--- config.mk ---
export PLATFORM = sky130hd
export DESIGN_NAME = id_stage
export DESIGN_NICKNAME = d
export VERILOG_FILES = /design/src/rtl/id_stage_pkg.sv /design/src/rtl/id_fifo.sv /design/src/rtl/id_stage.sv
export SDC_FILE = /design/constraint.sdc
export NUM_CORES = 1
export LEC_CHECK = 0
export BUFFER_PORTS_ARGS = -buffer_cell sky130_fd_sc_hd__buf_2
export CAP_MARGIN = 20
export CORE_MARGIN = 1.5
export CORE_UTILIZATION = 40
export CTS_CLUSTER_DIAMETER = 60
export DETAILED_ROUTE_END_ITERATION = 8
export PLACE_DENSITY = 0.67
export REMOVE_ABC_BUFFERS = 1
export SLEW_MARGIN = 20
export SYNTH_ARGS = -nofsm -noshare
export SYNTH_HDL_FRONTEND = slang
export SYNTH_SLANG_ARGS = --single-unit
--- constraint.sdc ---
create_clock -name clk -period 11.63 [get_ports clk]
set_clock_uncertainty 0.1 [all_clocks]
set_input_delay 3.489 -clock clk [delete_from_list [all_inputs] [get_ports clk]]
set_output_delay 3.489 -clock clk [all_outputs]
set_load 0.02 [all_outputs]
--- src/rtl/id_stage_pkg.sv ---
`default_nettype none
// =============================================================================
//  Module      : id_stage_pkg
//  Description : RV32I opcodes, op-class codes and packed decode entry type
//                shared by the decode stage and its output buffer.
//  Revision    : 1.0 - initial release
// =============================================================================
package id_stage_pkg;

    localparam logic [6:0] c_OPC_LUI      = 7'b0110111;
    localparam logic [6:0] c_OPC_AUIPC    = 7'b0010111;
    localparam logic [6:0] c_OPC_JAL      = 7'b1101111;
    localparam logic [6:0] c_OPC_JALR     = 7'b1100111;
    localparam logic [6:0] c_OPC_BRANCH   = 7'b1100011;
    localparam logic [6:0] c_OPC_LOAD     = 7'b0000011;
    localparam logic [6:0] c_OPC_STORE    = 7'b0100011;
    localparam logic [6:0] c_OPC_OP_IMM   = 7'b0010011;
    localparam logic [6:0] c_OPC_OP       = 7'b0110011;
    localparam logic [6:0] c_OPC_MISC_MEM = 7'b0001111;
    localparam logic [6:0] c_OPC_SYSTEM   = 7'b1110011;

    localparam logic [3:0] c_CLS_ALU_R  = 4'd0;
    localparam logic [3:0] c_CLS_ALU_I  = 4'd1;
    localparam logic [3:0] c_CLS_LOAD   = 4'd2;
    localparam logic [3:0] c_CLS_STORE  = 4'd3;
    localparam logic [3:0] c_CLS_BRANCH = 4'd4;
    localparam logic [3:0] c_CLS_LUI    = 4'd5;
    localparam logic [3:0] c_CLS_AUIPC  = 4'd6;
    localparam logic [3:0] c_CLS_JAL    = 4'd7;
    localparam logic [3:0] c_CLS_JALR   = 4'd8;
    localparam logic [3:0] c_CLS_FENCE  = 4'd9;
    localparam logic [3:0] c_CLS_ECALL  = 4'd10;
    localparam logic [3:0] c_CLS_EBREAK = 4'd11;
    localparam logic [3:0] c_CLS_CSR    = 4'd12;

    typedef struct packed {
        logic [4:0]  rs1;
        logic [4:0]  rs2;
        logic [4:0]  rd;
        logic        rd_we;
        logic [31:0] imm;
        logic [3:0]  op_class;
        logic [2:0]  funct3;
        logic        alt;
        logic        illegal;
        logic [11:0] csr_addr;
    } dec_t;

    localparam int c_DEC_W = $bits(dec_t);

endpackage
`default_nettype wire

--- src/rtl/id_fifo.sv ---
`default_nettype none
// =============================================================================
//  Module      : id_fifo
//  Description : Small synchronous FIFO with flush and occupancy count; the
//                head word reads as zero while empty.
//  Revision    : 1.0 - initial release
// =============================================================================
module id_fifo #(
    parameter int WIDTH = 8,
    parameter int DEPTH = 2
) (
    input  logic                         clk,
    input  logic                         rst,
    input  logic                         i_flush,
    input  logic                         i_wr_en,
    input  logic [WIDTH-1:0]             i_wr_data,
    input  logic                         i_rd_en,
    output logic [WIDTH-1:0]             o_rd_data,
    output logic                         o_empty,
    output logic [$clog2(DEPTH+1)-1:0]   o_count
);

    localparam int c_CNT_W = $clog2(DEPTH + 1);
    localparam int c_PTR_W = (DEPTH > 1) ? $clog2(DEPTH) : 1;
    localparam logic [c_PTR_W-1:0] c_LAST_PTR = c_PTR_W'(DEPTH - 1);
    localparam logic [c_CNT_W-1:0] c_FULL_CNT = c_CNT_W'(DEPTH);

    logic [WIDTH-1:0]   r_mem [DEPTH];
    logic [c_PTR_W-1:0] r_wr_ptr;
    logic [c_PTR_W-1:0] r_rd_ptr;
    logic [c_CNT_W-1:0] r_count;
    logic               w_push;
    logic               w_pop;

    assign w_push = i_wr_en && (r_count != c_FULL_CNT) && !i_flush;
    assign w_pop  = i_rd_en && (r_count != '0) && !i_flush;

    always_ff @(posedge clk or posedge rst) begin
        if (rst) begin
            r_wr_ptr <= '0;
            r_rd_ptr <= '0;
            r_count  <= '0;
        end else if (i_flush) begin
            r_wr_ptr <= '0;
            r_rd_ptr <= '0;
            r_count  <= '0;
        end else begin
            if (w_push) begin
                r_wr_ptr <= (r_wr_ptr == c_LAST_PTR) ? '0 : r_wr_ptr + c_PTR_W'(1);
            end
            if (w_pop) begin
                r_rd_ptr <= (r_rd_ptr == c_LAST_PTR) ? '0 : r_rd_ptr + c_PTR_W'(1);
            end
            case ({w_push, w_pop})
                2'b10:   r_count <= r_count + c_CNT_W'(1);
                2'b01:   r_count <= r_count - c_CNT_W'(1);
                default: r_count <= r_count;
            endcase
        end
    end

    // Storage needs no reset: the head is masked to zero whenever empty.
    always_ff @(posedge clk) begin
        if (w_push) begin
            r_mem[r_wr_ptr] <= i_wr_data;
        end
    end

    assign o_empty   = (r_count == '0);
    assign o_count   = r_count;
    assign o_rd_data = o_empty ? '0 : r_mem[r_rd_ptr];

endmodule
`default_nettype wire

--- src/rtl/id_stage.sv ---
`default_nettype none
// =============================================================================
//  Module      : id_stage
//  Description : Registered RV32I decode stage feeding a valid/ready output
//                FIFO. Define ID_ZICSR_EN to decode Zicsr instructions.
//  Revision    : 1.0 - initial release
// =============================================================================
module id_stage
    import id_stage_pkg::*;
#(
    parameter int ADDR_W     = 32,
    parameter int FIFO_DEPTH = 2
) (
    input  logic              clk,
    input  logic              rst,
    input  logic              i_flush,
    input  logic              i_valid,
    output logic              o_ready,
    input  logic [31:0]       i_inst,
    input  logic [ADDR_W-1:0] i_inst_addr,
    output logic              o_valid,
    input  logic              i_ready,
    output logic [ADDR_W-1:0] o_inst_addr,
    output logic [4:0]        o_rs1_addr,
    output logic [4:0]        o_rs2_addr,
    output logic [4:0]        o_rd_addr,
    output logic              o_rd_we,
    output logic [31:0]       o_imm,
    output logic [3:0]        o_op_class,
    output logic [2:0]        o_funct3,
    output logic              o_alt,
    output logic              o_illegal,
    output logic [11:0]       o_csr_addr
);

    localparam int c_ENTRY_W = ADDR_W + c_DEC_W;
    localparam int c_CNT_W   = $clog2(FIFO_DEPTH + 1);
    localparam logic [c_CNT_W-1:0] c_FULL_CNT = c_CNT_W'(FIFO_DEPTH);

    logic [6:0]  w_opc;
    logic [4:0]  w_rd;
    logic [2:0]  w_f3;
    logic [4:0]  w_rs1;
    logic [4:0]  w_rs2;
    logic [6:0]  w_f7;
    logic [31:0] w_imm_i;
    logic [31:0] w_imm_s;
    logic [31:0] w_imm_b;
    logic [31:0] w_imm_u;
    logic [31:0] w_imm_j;
    dec_t        w_dec;
    logic        w_ill;

    assign w_opc   = i_inst[6:0];
    assign w_rd    = i_inst[11:7];
    assign w_f3    = i_inst[14:12];
    assign w_rs1   = i_inst[19:15];
    assign w_rs2   = i_inst[24:20];
    assign w_f7    = i_inst[31:25];
    assign w_imm_i = {{20{i_inst[31]}}, i_inst[31:20]};
    assign w_imm_s = {{20{i_inst[31]}}, i_inst[31:25], i_inst[11:7]};
    assign w_imm_b = {{19{i_inst[31]}}, i_inst[31], i_inst[7], i_inst[30:25], i_inst[11:8], 1'b0};
    assign w_imm_u = {i_inst[31:12], 12'b0};
    assign w_imm_j = {{11{i_inst[31]}}, i_inst[31], i_inst[19:12], i_inst[20], i_inst[30:21], 1'b0};

    always_comb begin
        w_dec        = '0;
        w_ill        = 1'b0;
        w_dec.funct3 = w_f3;
        case (w_opc)
            c_OPC_LUI: begin
                w_dec.op_class = c_CLS_LUI;
                w_dec.rd       = w_rd;
                w_dec.rd_we    = 1'b1;
                w_dec.imm      = w_imm_u;
            end
            c_OPC_AUIPC: begin
                w_dec.op_class = c_CLS_AUIPC;
                w_dec.rd       = w_rd;
                w_dec.rd_we    = 1'b1;
                w_dec.imm      = w_imm_u;
            end
            c_OPC_JAL: begin
                w_dec.op_class = c_CLS_JAL;
                w_dec.rd       = w_rd;
                w_dec.rd_we    = 1'b1;
                w_dec.imm      = w_imm_j;
            end
            c_OPC_JALR: begin
                w_dec.op_class = c_CLS_JALR;
                w_dec.rs1      = w_rs1;
                w_dec.rd       = w_rd;
                w_dec.rd_we    = 1'b1;
                w_dec.imm      = w_imm_i;
            end
            c_OPC_BRANCH: begin
                w_dec.op_class = c_CLS_BRANCH;
                w_dec.rs1      = w_rs1;
                w_dec.rs2      = w_rs2;
                w_dec.imm      = w_imm_b;
                w_ill          = (w_f3 == 3'b010) || (w_f3 == 3'b011);
            end
            c_OPC_LOAD: begin
                w_dec.op_class = c_CLS_LOAD;
                w_dec.rs1      = w_rs1;
                w_dec.rd       = w_rd;
                w_dec.rd_we    = 1'b1;
                w_dec.imm      = w_imm_i;
                w_ill          = (w_f3 == 3'b011) || (w_f3 == 3'b110) || (w_f3 == 3'b111);
            end
            c_OPC_STORE: begin
                w_dec.op_class = c_CLS_STORE;
                w_dec.rs1      = w_rs1;
                w_dec.rs2      = w_rs2;
                w_dec.imm      = w_imm_s;
                w_ill          = w_f3[2] || (w_f3 == 3'b011);
            end
            c_OPC_OP_IMM: begin
                w_dec.op_class = c_CLS_ALU_I;
                w_dec.rs1      = w_rs1;
                w_dec.rd       = w_rd;
                w_dec.rd_we    = 1'b1;
                w_dec.imm      = w_imm_i;
                // Shifts carry shamt in the rs2 field and funct7 in imm[11:5].
                if (w_f3 == 3'b001) begin
                    w_dec.rs2 = w_rs2;
                    w_ill     = (w_f7 != 7'h00);
                end else if (w_f3 == 3'b101) begin
                    w_dec.rs2 = w_rs2;
                    w_dec.alt = w_f7[5];
                    w_ill     = (w_f7 != 7'h00) && (w_f7 != 7'h20);
                end
            end
            c_OPC_OP: begin
                w_dec.op_class = c_CLS_ALU_R;
                w_dec.rs1      = w_rs1;
                w_dec.rs2      = w_rs2;
                w_dec.rd       = w_rd;
                w_dec.rd_we    = 1'b1;
                w_dec.alt      = w_f7[5];
                w_ill          = !((w_f7 == 7'h00) ||
                                   ((w_f7 == 7'h20) && ((w_f3 == 3'b000) || (w_f3 == 3'b101))));
            end
            c_OPC_MISC_MEM: begin
                w_dec.op_class = c_CLS_FENCE;
            end
            c_OPC_SYSTEM: begin
                if (w_f3 == 3'b000) begin
                    if (i_inst[31:7] == 25'h0000000) begin
                        w_dec.op_class = c_CLS_ECALL;
                    end else if (i_inst[31:7] == 25'h0002000) begin
                        w_dec.op_class = c_CLS_EBREAK;
                    end else begin
                        w_ill = 1'b1;
                    end
                end else begin
`ifdef ID_ZICSR_EN
                    if (w_f3 == 3'b100) begin
                        w_ill = 1'b1;
                    end else begin
                        w_dec.op_class = c_CLS_CSR;
                        w_dec.csr_addr = i_inst[31:20];
                        w_dec.rd       = w_rd;
                        w_dec.rd_we    = 1'b1;
                        if (w_f3[2]) begin
                            w_dec.imm = {27'b0, w_rs1};
                        end else begin
                            w_dec.rs1 = w_rs1;
                        end
                    end
`else
                    w_ill = 1'b1;
`endif
                end
            end
            default: w_ill = 1'b1;
        endcase

        w_dec.rd_we = w_dec.rd_we && (w_dec.rd != 5'd0);

        // Illegal entries keep only funct3 so ex can still identify the trap.
        if (w_ill) begin
            w_dec         = '0;
            w_dec.funct3  = w_f3;
            w_dec.illegal = 1'b1;
        end
    end

    logic                 r_init_done;
    logic                 w_empty;
    logic [c_CNT_W-1:0]   w_count;
    logic                 w_push;
    logic                 w_pop;
    logic [c_ENTRY_W-1:0] w_rd_data;
    dec_t                 w_head;

    always_ff @(posedge clk or posedge rst) begin
        if (rst) begin
            r_init_done <= 1'b0;
        end else begin
            r_init_done <= 1'b1;
        end
    end

    assign o_ready = r_init_done && (w_count != c_FULL_CNT);
    assign o_valid = !w_empty;
    assign w_push  = i_valid && o_ready;
    assign w_pop   = o_valid && i_ready;

    id_fifo #(
        .WIDTH (c_ENTRY_W),
        .DEPTH (FIFO_DEPTH)
    ) u_fifo (
        .clk       (clk),
        .rst       (rst),
        .i_flush   (i_flush),
        .i_wr_en   (w_push),
        .i_wr_data ({i_inst_addr, w_dec}),
        .i_rd_en   (w_pop),
        .o_rd_data (w_rd_data),
        .o_empty   (w_empty),
        .o_count   (w_count)
    );

    assign {o_inst_addr, w_head} = w_rd_data;
    assign o_rs1_addr = w_head.rs1;
    assign o_rs2_addr = w_head.rs2;
    assign o_rd_addr  = w_head.rd;
    assign o_rd_we    = w_head.rd_we;
    assign o_imm      = w_head.imm;
    assign o_op_class = w_head.op_class;
    assign o_funct3   = w_head.funct3;
    assign o_alt      = w_head.alt;
    assign o_illegal  = w_head.illegal;
    assign o_csr_addr = w_head.csr_addr;

endmodule
`default_nettype wire

==> qor.yml <==
grt_pass1_vias: 4864
timing.final.crit_period_ns: 6.432
worst-r2r-cell-count: 5
final_std_cell_area_no_fill_mm2: 0.009724
max_cap_viol_count: 0
buffer_ports.inserted: 159
netlist_instances: 623
synth_cell_type_count: 54
rsz0062_at_grt: "no"
synth.avg_cell_area_um2: 13.18
leakage_uw: 0.003450
floorplan.io_pins: 172
gp_congestion: 0.8050
htree_num_levels: 4
placement.cell_area_mm2: 0.009178
grt_start_max_net_pins: 57
fp.dieArea_mm2: 0.02140
die_y_um: 146.3
clk-insertion-delay-late_ns: 0.42
numCtsBuffers: 17
period_share: 0.5531
grt_antenna_before_repair: 2
cts_setup_buffers: 0
worst_ep_required_time_ns: 8.04
synth_area_mm2: 0.008213
report.final.slew_viol_count: 0
worst_r2r_end: "u_fifo.r_mem[0][52]"
run_status: "finished clean"
postLayoutCoreUtil: 0.4821
detailedRoute.firstPassIterationCount: 4
crit_path_end_kind: "output port"
worstSetupStartpointType: "flip-flop"
ys_seq_area_frac: 0.6661
post_route_cells_drive_above_1_share: 0.2980
clk_root_buffer_cell: "clkbuf_16"
tightest_slew_ns: 1.008
cts_max_path_buffers: 2
drc: 0
num_rows: 52
routed_wl_um: 17750
tritoncts: "built"
first_pass_grt_wire_length_um: 26840
critical_path.endpoint: "o_rs2_addr[3]"
clock.fmax_ghz: 0.1555
finalHoldWorstSlack_ns: 0.5436
net_count_of_the_finished_layout: 838
synth-seq-cells: 183
critical_path_peak_fanout: 54
cts_hold_repair.buffers: 0
setup_total_negative_slack_ns: 0
max_rail_drop_vdd_v: 0.00008717
ant_nets: 0
setup.reg_to_reg.worst_slack_ns: 8.49
floorplan.initialDensity: 0.4072
globalRouteTotalUtil: 0.1665
core_mm2: 0.02017
syn2layout_area_growth_pct: 18.40
rr_startpoint: "u_fifo.o_count[0]"
tritoncts_num_sinks: 183
synthFlopType: "edfxtp_1"
timing_startpoint_of_the_critical_path: "u_fifo.r_rd_ptr"
grt-ovfl-total: 0
hpwl_um: 11790
min-delay-path-class: "reg2reg"
avgViaCountPerCell: 5.013
critical_path_class: "reg2out"
setup-violations-final: 0
maxSlewHeadroom: 0.3264
vias: 5284
chipWidth_um: 146.3
synth_edf_count: 178
cp.arrival_ns: 2.84
drt_iter0_drc: 328
synth_warnings: 0
cellPowerDensity_mw_per_mm2: 147.3
total_power_uw: 1432
finalHoldViolCount: 0
wl_per_cell_um: 16.84
clock_edge_transition_at_the_registers_on_the_reported_setup_and_hold_paths_ns: 0.06
synth_async_sr_flop_share: 0.02732
post_cts.resized_instances: 0
[cells in the final DEF (no fill, tap or decap), types with 5 or more instances in the layout]
cell	n
edfxtp_1	178
nor3_1	5
nand2_1	37
mux2i_1	90
a21oi_2	22
clkbuf_16	17
o21ai_0	5
and3_1	12
nor2_1	110
a21oi_1	11
buf_4	5
conb_1	13
buf_2	159
nand3_1	22
inv_1	5
nor2_2	10
[per-stage QoR]
step / cells / setup slack (ns)
floorplan: 586 / 3.622
global placement: 1020 / 5.552
detailed placement: 1020 / 5.533
CTS: 1052 / 5.116
global route: 1052 / 5.000
finish: 1054 / 5.198
[worst max-delay path: stages, from the launching register on]
cell     delay (ns)
dfrtp_4        0.85
buf_4          0.84
mux2i_1        0.44
nor2_1         0.06
buf_2          0.18
[per-layer routing]
| metal | track usage | vias up | part of all wire |
|---|---|---|---|
| li1 | - | 2557 | - |
| met1 | 0.2275 | 2517 | 0.45 |
| met2 | 0.2595 | 188 | 0.46 |
| met3 | 0.04375 | 22 | 0.076 |
| met4 | 0.05505 | 0 | 0.014 |
| met5 | 0 | - | 0 |
[cell type report]
class | count | area [um2]
Antenna cell | 2 | 5.005
Clock buffer | 20 | 436.7
Clock inverter | 12 | 105.1
Fill cell | 1849 | 10450
Inverter | 7 | 26.28
Multi-Input combinational cell | 396 | 2506
Sequential cell | 183 | 5474
Tap cell | 270 | 337.8
Timing Repair Buffer | 164 | 833.3
[flip-flops by register name, indices dropped and copies added, names as in the netlist]
| name | cells |
|---|---|
| r_init_done | 1 |
| u_fifo.o_count | 2 |
| u_fifo.r_mem | 178 |
| u_fifo.r_rd_ptr | 1 |
| u_fifo.r_wr_ptr | 1 |
[cell usage after synthesis (4+ instances only)]
cell | count | area, um2
buf_4 | 13 | 97.59
a21oi_2 | 22 | 192.7
inv_1 | 5 | 18.77
o21ai_0 | 5 | 25.02
edfxtp_1 | 178 | 5345
a21oi_1 | 11 | 55.05
buf_6 | 4 | 45.04
nand3_1 | 22 | 110.1
clkbuf_1 | 13 | 48.80
nand2_1 | 37 | 138.9
nor2_2 | 10 | 62.56
dfrtp_1 | 5 | 125.1
nor3_1 | 5 | 25.02
nor4_1 | 4 | 25.02
nand2b_1 | 4 | 25.02
nand3b_1 | 4 | 30.03
mux2i_1 | 90 | 900.9
a22oi_1 | 4 | 30.03
buf_2 | 16 | 80.08
and3_1 | 12 | 75.07
nor2_1 | 113 | 424.2
[cell families (layout without fill, tap and decap cells)]
group	Yosys count	count (layout)	share of synthesized area
and+or+nand+nor	226	226	0.1254
other	2	15	0.0009144
buffers and inverters	55	203	0.03732
DFF	183	183	0.6661
muxes	90	90	0.1097
xor gates and xnor gates	3	3	0.003200
AOI/OAI and AO/OA	64	64	0.05744
[report_power, final]
part           total [uW]  switching, uW  internal [uW]
logic                 156            104           52.2
registers             748           9.14            739
clock network         528            234            294
total                1430            347           1090
[how the worst min path moves through the flow]
stage / slack, ns / start / depth (start not counted) / to
6_report: 0.54 / r_init_done / 2 / u_fifo.o_count[0]
5_1_grt: 0.56 / r_init_done / 2 / u_fifo.o_count[0]
4_1_cts: 0.53 / r_init_done / 2 / u_fifo.o_count[0]
3_5_place_dp: 0.52 / r_init_done / 2 / u_fifo.o_count[0]
3_3_place_gp: 0.52 / r_init_done / 2 / u_fifo.o_count[0]
2_1_floorplan: 0.47 / r_init_done / 2 / u_fifo.o_count[0]
Note: power is estimated with default switching activity, not from simulation.
